[src/rtl/cpu_isa_pkg.sv]
`default_nettype none
// ============================================================================
// Module      : cpu_isa_pkg
// Description : Shared ISA definitions for the 8-bit pipelined core:
//               icode constants, instruction length helper and the decode
//               pipeline register layout with its bubble value.
// Revision    : 1.0 - initial release
// ============================================================================
package cpu_isa_pkg;

  // icode values (upper nibble of the first instruction byte)
  localparam logic [3:0] c_icode_nop   = 4'h0;
  localparam logic [3:0] c_icode_irmov = 4'h1;
  localparam logic [3:0] c_icode_store = 4'h2;
  localparam logic [3:0] c_icode_load  = 4'h3;
  localparam logic [3:0] c_icode_alu   = 4'h4;
  localparam logic [3:0] c_icode_jmp   = 4'h5;
  localparam logic [3:0] c_icode_halt  = 4'h6;

  // Decode pipeline register contents
  typedef struct packed {
    logic [3:0] icode;
    logic [3:0] ifun;
    logic [3:0] src_a;
    logic [3:0] dst;
    logic [7:0] val_c;
    logic [7:0] incre_pc;
    logic       write_reg;
    logic       write_alu_mem;
    logic       valid;
    logic       illegal;
  } decode_t;

  // A bubble is an all-zero register: not valid, writes nothing, not illegal
  localparam decode_t c_decode_bubble = '0;

  // Instruction length in bytes; 0 marks an undefined icode
  function automatic logic [1:0] instr_len(input logic [3:0] icode);
    case (icode)
      c_icode_nop:   instr_len = 2'd1;
      c_icode_irmov: instr_len = 2'd3;
      c_icode_store: instr_len = 2'd3;
      c_icode_load:  instr_len = 2'd3;
      c_icode_alu:   instr_len = 2'd2;
      c_icode_jmp:   instr_len = 2'd2;
      c_icode_halt:  instr_len = 2'd1;
      default:       instr_len = 2'd0;
    endcase
  endfunction

endpackage
`default_nettype wire

[src/rtl/fetch_decode_if.sv]
`default_nettype none
// ============================================================================
// Module      : fetch_decode_if
// Description : Bundle of the fetch/decode stage's control inputs, the
//               instruction memory port and the decode register outputs.
//               master = fetch_decode, slave = its environment.
// Revision    : 1.0 - initial release
// ============================================================================
interface fetch_decode_if;

  // Control from hazard logic and the memory stage
  logic        stall;
  logic        jmpFlag_m;
  logic [7:0]  increPC_m;

  // Instruction memory port
  logic [7:0]  addrI;
  logic [23:0] instr;

  // Decode pipeline register
  logic [3:0]  insCode_d;
  logic [3:0]  ifun_d;
  logic [3:0]  srcA_d;
  logic [3:0]  dst_d;
  logic [7:0]  valC_d;
  logic [7:0]  increPC_d;
  logic        writeReg_d;
  logic        writeAluMem_d;
  logic        valid_d;
  logic        illegal_d;
  logic        halted;

  modport master (
    input  stall, jmpFlag_m, increPC_m, instr,
    output addrI, insCode_d, ifun_d, srcA_d, dst_d, valC_d, increPC_d,
           writeReg_d, writeAluMem_d, valid_d, illegal_d, halted
  );

  modport slave (
    output stall, jmpFlag_m, increPC_m, instr,
    input  addrI, insCode_d, ifun_d, srcA_d, dst_d, valC_d, increPC_d,
           writeReg_d, writeAluMem_d, valid_d, illegal_d, halted
  );

endinterface
`default_nettype wire

[src/rtl/fetch_decode_decoder.sv]
`default_nettype none
// ============================================================================
// Module      : instr_decoder
// Description : Combinational splitter of the 24-bit fetch window into
//               decode fields, fall-through PC and writeback controls.
// Revision    : 1.0 - initial release
// ============================================================================
module instr_decoder
  import cpu_isa_pkg::*;
(
  input  logic [23:0] i_instr,
  input  logic [7:0]  i_pc,
  output decode_t     o_dec,
  output logic        o_is_halt
);

  logic [3:0] w_icode;
  logic [3:0] w_ifun;
  logic [3:0] w_ra;
  logic [3:0] w_rb;
  logic [7:0] w_byte1;
  logic [7:0] w_byte2;
  logic [1:0] w_len;
  logic [1:0] w_step;

  assign w_icode = i_instr[23:20];
  assign w_ifun  = i_instr[19:16];
  assign w_byte1 = i_instr[15:8];
  assign w_ra    = i_instr[15:12];
  assign w_rb    = i_instr[11:8];
  assign w_byte2 = i_instr[7:0];

  // Undefined icodes still consume one byte
  assign w_len  = instr_len(w_icode);
  assign w_step = (w_len == 2'd0) ? 2'd1 : w_len;

  // Field extraction; bytes past the instruction length are left at zero
  always_comb begin
    o_dec          = c_decode_bubble;
    o_is_halt      = 1'b0;
    o_dec.icode    = w_icode;
    o_dec.ifun     = w_ifun;
    o_dec.valid    = 1'b1;
    o_dec.incre_pc = i_pc + {6'd0, w_step};
    case (w_icode)
      c_icode_nop: begin
      end
      c_icode_irmov: begin
        o_dec.src_a         = w_ra;
        o_dec.dst           = w_rb;
        o_dec.val_c         = w_byte2;
        o_dec.write_reg     = 1'b1;
        o_dec.write_alu_mem = 1'b1;
      end
      c_icode_store: begin
        o_dec.src_a = w_ra;
        o_dec.dst   = w_rb;
        o_dec.val_c = w_byte2;
      end
      c_icode_load: begin
        o_dec.src_a     = w_ra;
        o_dec.dst       = w_rb;
        o_dec.val_c     = w_byte2;
        o_dec.write_reg = 1'b1;
      end
      c_icode_alu: begin
        o_dec.src_a         = w_ra;
        o_dec.dst           = w_rb;
        o_dec.write_reg     = 1'b1;
        o_dec.write_alu_mem = 1'b1;
      end
      c_icode_jmp: begin
        // Second byte is the jump target, not a register pair
        o_dec.val_c = w_byte1;
      end
      c_icode_halt: begin
        o_is_halt = 1'b1;
      end
      default: begin
        o_dec.illegal = 1'b1;
      end
    endcase
  end

endmodule
`default_nettype wire

[src/rtl/fetch_decode.sv]
`default_nettype none
// ============================================================================
// Module      : fetch_decode
// Description : Front end of the 8-bit core. Owns the PC, drives the
//               instruction address, decodes the fetch window into the
//               decode pipeline register and handles redirect/stall/halt.
// Revision    : 1.0 - initial release
// ============================================================================
module fetch_decode
  import cpu_isa_pkg::*;
#(
  parameter logic [7:0] RESET_PC        = 8'h00,
  parameter bit         HALT_ON_ILLEGAL = 1'b1
) (
  input  logic            clk,
  input  logic            rst_n,
  fetch_decode_if.master  bus
);

  logic [7:0] pc_q;
  logic [7:0] pc_d;
  decode_t    dec_q;
  decode_t    dec_d;
  logic       halted_q;
  logic       halted_d;

  decode_t    w_dec;
  logic       w_is_halt;
  logic       w_halt_now;

  instr_decoder u_decoder (
    .i_instr   (bus.instr),
    .i_pc      (pc_q),
    .o_dec     (w_dec),
    .o_is_halt (w_is_halt)
  );

  assign w_halt_now = w_is_halt | (HALT_ON_ILLEGAL & w_dec.illegal);

  // Next-state priority: halted freeze > redirect > stall > normal fetch
  always_comb begin
    pc_d     = pc_q;
    dec_d    = dec_q;
    halted_d = halted_q;
    if (!halted_q) begin
      if (bus.jmpFlag_m) begin
        // Redirect beats stall; whatever was being fetched is squashed
        pc_d  = bus.increPC_m;
        dec_d = c_decode_bubble;
      end else if (!bus.stall) begin
        dec_d = w_dec;
        if (w_halt_now) begin
          // PC parks on the halting instruction
          halted_d = 1'b1;
        end else begin
          pc_d = w_dec.incre_pc;
        end
      end
    end
  end

  // PC, decode register and halt flag; reset discards the decode register
  always_ff @(posedge clk or negedge rst_n) begin
    if (!rst_n) begin
      pc_q     <= RESET_PC;
      dec_q    <= c_decode_bubble;
      halted_q <= 1'b0;
    end else begin
      pc_q     <= pc_d;
      dec_q    <= dec_d;
      halted_q <= halted_d;
    end
  end

  assign bus.addrI         = pc_q;
  assign bus.insCode_d     = dec_q.icode;
  assign bus.ifun_d        = dec_q.ifun;
  assign bus.srcA_d        = dec_q.src_a;
  assign bus.dst_d         = dec_q.dst;
  assign bus.valC_d        = dec_q.val_c;
  assign bus.increPC_d     = dec_q.incre_pc;
  assign bus.writeReg_d    = dec_q.write_reg;
  assign bus.writeAluMem_d = dec_q.write_alu_mem;
  assign bus.valid_d       = dec_q.valid;
  assign bus.illegal_d     = dec_q.illegal;
  assign bus.halted        = halted_q;

endmodule
`default_nettype wire

[src/flat_wrapper.sv]
// flat-port wrapper written by rule: the top's interface ports become plain ports
module fetch_decode_flat import cpu_isa_pkg::*;
#(
  parameter logic [7:0] RESET_PC        = 8'h00,
  parameter bit         HALT_ON_ILLEGAL = 1'b1
)
  (clk, rst_n, bus_stall, bus_jmpFlag_m, bus_increPC_m, bus_instr, bus_addrI, bus_insCode_d, bus_ifun_d, bus_srcA_d, bus_dst_d, bus_valC_d, bus_increPC_d, bus_writeReg_d, bus_writeAluMem_d, bus_valid_d, bus_illegal_d, bus_halted);
  fetch_decode_if bus_i ();
  input  logic clk;
  input  logic rst_n;
  input wire logic [$bits(bus_i.stall)-1:0] bus_stall;
  input wire logic [$bits(bus_i.jmpFlag_m)-1:0] bus_jmpFlag_m;
  input wire logic [$bits(bus_i.increPC_m)-1:0] bus_increPC_m;
  input wire logic [$bits(bus_i.instr)-1:0] bus_instr;
  output wire logic [$bits(bus_i.addrI)-1:0] bus_addrI;
  output wire logic [$bits(bus_i.insCode_d)-1:0] bus_insCode_d;
  output wire logic [$bits(bus_i.ifun_d)-1:0] bus_ifun_d;
  output wire logic [$bits(bus_i.srcA_d)-1:0] bus_srcA_d;
  output wire logic [$bits(bus_i.dst_d)-1:0] bus_dst_d;
  output wire logic [$bits(bus_i.valC_d)-1:0] bus_valC_d;
  output wire logic [$bits(bus_i.increPC_d)-1:0] bus_increPC_d;
  output wire logic [$bits(bus_i.writeReg_d)-1:0] bus_writeReg_d;
  output wire logic [$bits(bus_i.writeAluMem_d)-1:0] bus_writeAluMem_d;
  output wire logic [$bits(bus_i.valid_d)-1:0] bus_valid_d;
  output wire logic [$bits(bus_i.illegal_d)-1:0] bus_illegal_d;
  output wire logic [$bits(bus_i.halted)-1:0] bus_halted;
  assign bus_i.stall = bus_stall;
  assign bus_i.jmpFlag_m = bus_jmpFlag_m;
  assign bus_i.increPC_m = bus_increPC_m;
  assign bus_i.instr = bus_instr;
  assign bus_addrI = bus_i.addrI;
  assign bus_insCode_d = bus_i.insCode_d;
  assign bus_ifun_d = bus_i.ifun_d;
  assign bus_srcA_d = bus_i.srcA_d;
  assign bus_dst_d = bus_i.dst_d;
  assign bus_valC_d = bus_i.valC_d;
  assign bus_increPC_d = bus_i.increPC_d;
  assign bus_writeReg_d = bus_i.writeReg_d;
  assign bus_writeAluMem_d = bus_i.writeAluMem_d;
  assign bus_valid_d = bus_i.valid_d;
  assign bus_illegal_d = bus_i.illegal_d;
  assign bus_halted = bus_i.halted;
  fetch_decode #(.RESET_PC(RESET_PC), .HALT_ON_ILLEGAL(HALT_ON_ILLEGAL)) u_core (.clk(clk), .rst_n(rst_n), .bus(bus_i));
endmodule
[config.mk]
export PLATFORM = sky130hd
export DESIGN_NAME = fetch_decode_flat
export DESIGN_NICKNAME = d
export VERILOG_FILES = /design/src/rtl/cpu_isa_pkg.sv /design/src/rtl/fetch_decode_if.sv /design/src/rtl/fetch_decode_decoder.sv /design/src/rtl/fetch_decode.sv /design/src/flat_wrapper.sv
export SDC_FILE = /design/constraint.sdc
export NUM_CORES = 1
export LEC_CHECK = 0
export BUFFER_PORTS_ARGS = -buffer_cell sky130_fd_sc_hd__buf_4
export CORE_UTILIZATION = 55
export CTS_CLUSTER_SIZE = 14
export DETAILED_ROUTE_END_ITERATION = 7
export PLACE_DENSITY = 0.85
export SYNTH_ARGS = -nofsm -noshare
export SYNTH_HDL_FRONTEND = slang
export SYNTH_HIERARCHICAL = 1
export SYNTH_SLANG_ARGS = --single-unit
[constraint.sdc]
create_clock -name clk -period 5.6 [get_ports clk]
set_clock_uncertainty 0.15 [all_clocks]
set_input_delay 0.28 -clock clk [delete_from_list [all_inputs] [get_ports clk]]
set_output_delay 0.28 -clock clk [all_outputs]
set_load 0.01 [all_outputs]
# After elaboration in Yosys (flattened, before gate mapping)
# Cells that the tools add are included.
dict set report op_classes {
  add_sub_neg 1
  eq_ne 8
  muxes 17
  bitwise_logic 2
  n_reduce_logical 11
}
# op count
set ops {}
lappend ops {{$mux 36} 2}
lappend ops {{$mux 8} 4}
lappend ops {{$pmux 8 s2} 1}
lappend ops {{$eq 4x3->1 const B} 3}
lappend ops {{$add 8x2->8} 1}
lappend ops {{$eq 4x2->1 const B} 2}
lappend ops {{$mux 1} 8}
lappend ops {{$reduce_or 7->1} 1}
lappend ops {{$pmux 2 s3} 1}
lappend ops {{$reduce_or 2->1} 3}
lappend ops {{$reduce_or 3->1} 2}
lappend ops {{$eq 4x1->1 const B} 1}
lappend ops {{$logic_not 4->1} 1}
lappend ops {{$reduce_or 4->1} 1}
lappend ops {{$reduce_and 3->1} 1}
lappend ops {{$logic_not 2->1} 1}
lappend ops {{$mux 2} 1}
lappend ops {{$ne 2x1->1 const B} 1}
lappend ops {{$ne 2x2->1 const B} 1}
lappend ops {{$reduce_and 2->1} 1}
lappend ops {{$not 1->1} 1}
lappend ops {{$or 1x1->1} 1}
dict set report word_totals {
  reg_bits 45
  in_bits 36
  output_inout_bits 45
  wordCells 51
}

# Logic depth before layout (Yosys ltp)
dict set report depth {
  depth_word 9
  depth_mapped 11
  depth_no_buf 10
}

# Cells and area by module
# Netlist, hierarchy kept.
# module instances cells_per_inst area_per_inst_um2 seq_area_each_um2
set modules_own_cells {}
lappend modules_own_cells {fetch_decode 1 156 2109.5 1126.1}
lappend modules_own_cells {instr_decoder 1 80 511.7 0.0}

# Least setup slack after synthesis
# Ideal clock, no wire load.
dict set report synth_path {
  path_type {input-to-reg}
  start {input bus_instr[21]}
  end {register u_core.pc_q[4], in the netlist u_core/bus.addrI[4]}
  setup_ns 0.125
  arrival_time_ns 2.196
  t_required_ns 5.325
  slack_ns 3.130
  cell_stages 11
  n_path_buf 1
  cell_sequence {and2b_2 buf_4 or2b_1 ha_1 inv_1 fa_1 nor2b_1 nand2_1 xnor2_1 mux2_4 mux2_2}
}
# item line_no
set synth_lines {}
lappend synth_lines {{start: declaration} flat_wrapper.sv:14} ;# input wire logic [$bits(bus_i.instr)-1:0] bus_instr;
lappend synth_lines {{end signal: assignment} fetch_decode.sv:69} ;# pc_q <= pc_d;
lappend synth_lines {{end: declaration} fetch_decode.sv:20} ;# logic [7:0] pc_q;

==> flow_metrics.env <==
export IMPL_netlist_area_sq_um=2620
export IMPL_num_vias=2043
export IMPL_fp_dieW_um=71.0
export IMPL_antennaDiodeCount=0
export IMPL_worstReg2RegStart="u_core/bus.addrI[0]"
export IMPL_core_area_sq_um=4470
export IMPL_hold_viol_final=0
export IMPL_worstSetupPathType="in2reg"
export IMPL_p_int_w=0.000473
export IMPL_place_congestion=0.785
export IMPL_reg2reg_slack_ns=3.41
export IMPL_layout_common_cells="81 x buf_4, 45 x dfrtp_1, 37 x a21o_1"
export IMPL_cts_root_buf="clkbuf_8"
export IMPL_p_comb_share_pct=13.9
export IMPL_maxCapViolCount=0
export IMPL_wl_met1_mm=2.61
export IMPL_viasPerCell=5.85
export IMPL_dieArea_sq_um=5050
export IMPL_grt_use_total_pct=24.3
export IMPL_setup_tns_ns=0
export IMPL_syn2layout_area_growth_pct=21.3
export IMPL_outcome="complete, but fails checks"
export IMPL_io_pins=81
export IMPL_slew_headroom_pct=37.7
export IMPL_async_reset_ff_share_pct=100
export IMPL_cts_max_path_buffers=2
export IMPL_start_util_pct=58.6
export IMPL_grt_pass1_wl_mm=9.58
export IMPL_synth_seq_area_share_pct=43.0
export IMPL_p_switching_w=0.000150
export IMPL_htreeDepth=2
export IMPL_finalSetupViolCount=0
export IMPL_dr_pass1_iters=7
export IMPL_dp_hpwl_mm=3.82
export IMPL_nets=336
export IMPL_clock_sinks=45
export IMPL_fin_ws_ns=3.22
export IMPL_min_from="bus_increPC_m[1]"
export IMPL_power_frac_seq_pct=53.6
export IMPL_drtAntennaViolNets=0
export IMPL_antenna_found_initial=0
export IMPL_power_share_clock_pct=32.5
export IMPL_tightest_slew_ns=0.931
export IMPL_crit_path_end_kind="flip-flop"
export IMPL_synth_cell_type_count=32
export IMPL_wl_per_cell_um=16.7
export IMPL_grt_max_degree=48
export IMPL_rows=24
export IMPL_portBuffers=80
export IMPL_remaining_drc_errors=5
export IMPL_ys_seq_elements=45
export IMPL_path_clk_slew_ns=0.08
export IMPL_syn_num_nets=275
export IMPL_netlist_instances=236
export IMPL_first_global_vias=1999
export IMPL_power_density_nw_per_um2=196
export IMPL_grt_setup_unrepaired="false"
export IMPL_drive_gt1_share_pct=37.4
export IMPL_drt_iter0_drc=220
export IMPL_timing_final_max_slew_violations=0
export IMPL_cp_max_fo=15
export IMPL_switching_share_pct=24.1
export IMPL_wl_met2_mm=2.83
export IMPL_period_minus_slack_ns=2.38
export IMPL_ys_warn_count=6
export IMPL_crit_path_start="bus_instr[22]"
export IMPL_dr_wl_met3_um=299
export IMPL_insertion_delay_ns=0.29
export IMPL_fmax_mhz=420
export IMPL_final_common_cell="buf_4"
export IMPL_fin_crit_sh_pct=42.6
export IMPL_hp_class="in2reg"
export IMPL_grt_overflow=0
export IMPL_cts_buffers=5
export IMPL_top_layer="met4"
export IMPL_synth_edf_count=0
export IMPL_cts_tree="done"
export IMPL_violations="DRC"
export IMPL_dpl_worst_slack_ns=2.93
export IMPL_crit_required_ns=5.63
export IMPL_die_h_um=71.0
export IMPL_wl_mm=5.85
export IMPL_worstPathArrival_ns=2.41
export IMPL_start_kind="input pin"
export IMPL_synth_area_per_cell_sq_um=11.1
export IMPL_ir_worst_vdd_v=0.000108
export IMPL_post_cts_resized=0
export IMPL_synth_flop_cell="dfrtp_1"
export IMPL_leakage_nw=1.79
[worst max-delay path, stage by stage]
cell and delay (ns):
buf_4 0.17, and2b_2 0.27, or2b_1 0.17, ha_1 0.15
inv_1 0.05, fa_1 0.40, nor2b_1 0.16, nand2_1 0.08
xnor2_1 0.15, mux2_4 0.27, mux2_2 0.26
[power groups by stage]
stage / Clock, W / Combinational (W) / Sequential [W]
after floorplan: 0 / 0.0000475 / 0.000344
after global placement: 0 / 0.0000852 / 0.000341
after detailed placement: 0 / 0.0000862 / 0.000341
after CTS: 0.000206 / 0.0000872 / 0.000335
after global routing: 0.000217 / 0.0000952 / 0.000335
final: 0.000203 / 0.0000869 / 0.000335
[timing repair]
action / CTS / global route
hold buffers: 1 / 0
endpoints found under the hold margin: 45 / 0
buffers inserted: 0 / 0
setup endpoints to repair: 0 / 0
[synth_stat cells (all sizes together), types with 5 or more instances]
cell | instances | area share, %
nor2b | 9 | 2.1
xnor2 | 6 | 2.0
and2 | 8 | 1.9
nor3 | 5 | 1.3
nor4b | 36 | 12
buf | 28 | 8.1
a21o | 37 | 11
dfrtp | 45 | 43
inv | 6 | 0.86
mux2 | 16 | 8.0
nor2 | 11 | 1.6
a21oi | 8 | 1.5
[flip-flops by register name (all words and copies together) (netlist names), 4 cells and up]
name                  flops
u_core/bus.addrI          8
u_core/bus.dst_d          4
u_core/bus.ifun_d         4
u_core/bus.increPC_d      8
u_core/bus.insCode_d      4
u_core/bus.srcA_d         4
u_core/bus.valC_d         8
[kinds of logic after synthesis]
| kind of cell | share of synthesized area, % |
|---|---|
| flops | 43.0 |
| fa+ha+maj | 1.72 |
| buf+inv | 8.93 |
| xor+xnor | 2.00 |
| mux | 8.40 |
| compound gates | 14.3 |
| other cells | 0.143 |
| simple gates | 21.6 |
[stage by stage]
step                utilization [%]  area (sq um)  cells  hold slack [ns]  total power (W)
floorplan                         -          2620    236           -0.166         0.000391
global placement               68.9          3080    341            0.165         0.000426
detailed placement             68.9          3080    341            0.169         0.000427
CTS                            71.1          3180    349            0.190         0.000628
global route                   71.1          3180    349            0.196         0.000648
finish                         71.1          3180    349            0.196         0.000624
[layout make-up]
cell class | instances | area (sq um)
flip-flops and latches | 45 | 1130
clock buffers | 7 | 86.3
well taps | 52 | 65.1
multi-input cells | 157 | 1260
inverters | 6 | 22.5
repair buffers | 82 | 618
fillers | 341 | 1290
[per-layer routing]
| layer | global-route usage [%] | vias to the layer above |
|---|---|---|
| li1 | - | 956 |
| met1 | 32.9 | 1018 |
| met2 | 38.7 | 61 |
| met3 | 5.84 | 8 |
| met4 | 7.78 | 0 |
| met5 | 0 | - |
[final timing paths]
check / cells past startpoint / end
max: 11 / u_core/bus.addrI[4]
min: 3 / u_core/bus.addrI[1]
max reg2reg: 8 / u_core/bus.addrI[4]
min reg2reg: 1 / u_core/bus.srcA_d[0]
max in group asynchronous: 2 / u_core/bus.valC_d[2]
min in group asynchronous: 2 / u_core/bus.ifun_d[2]
Note: power is estimated with default switching activity, not from simulation.
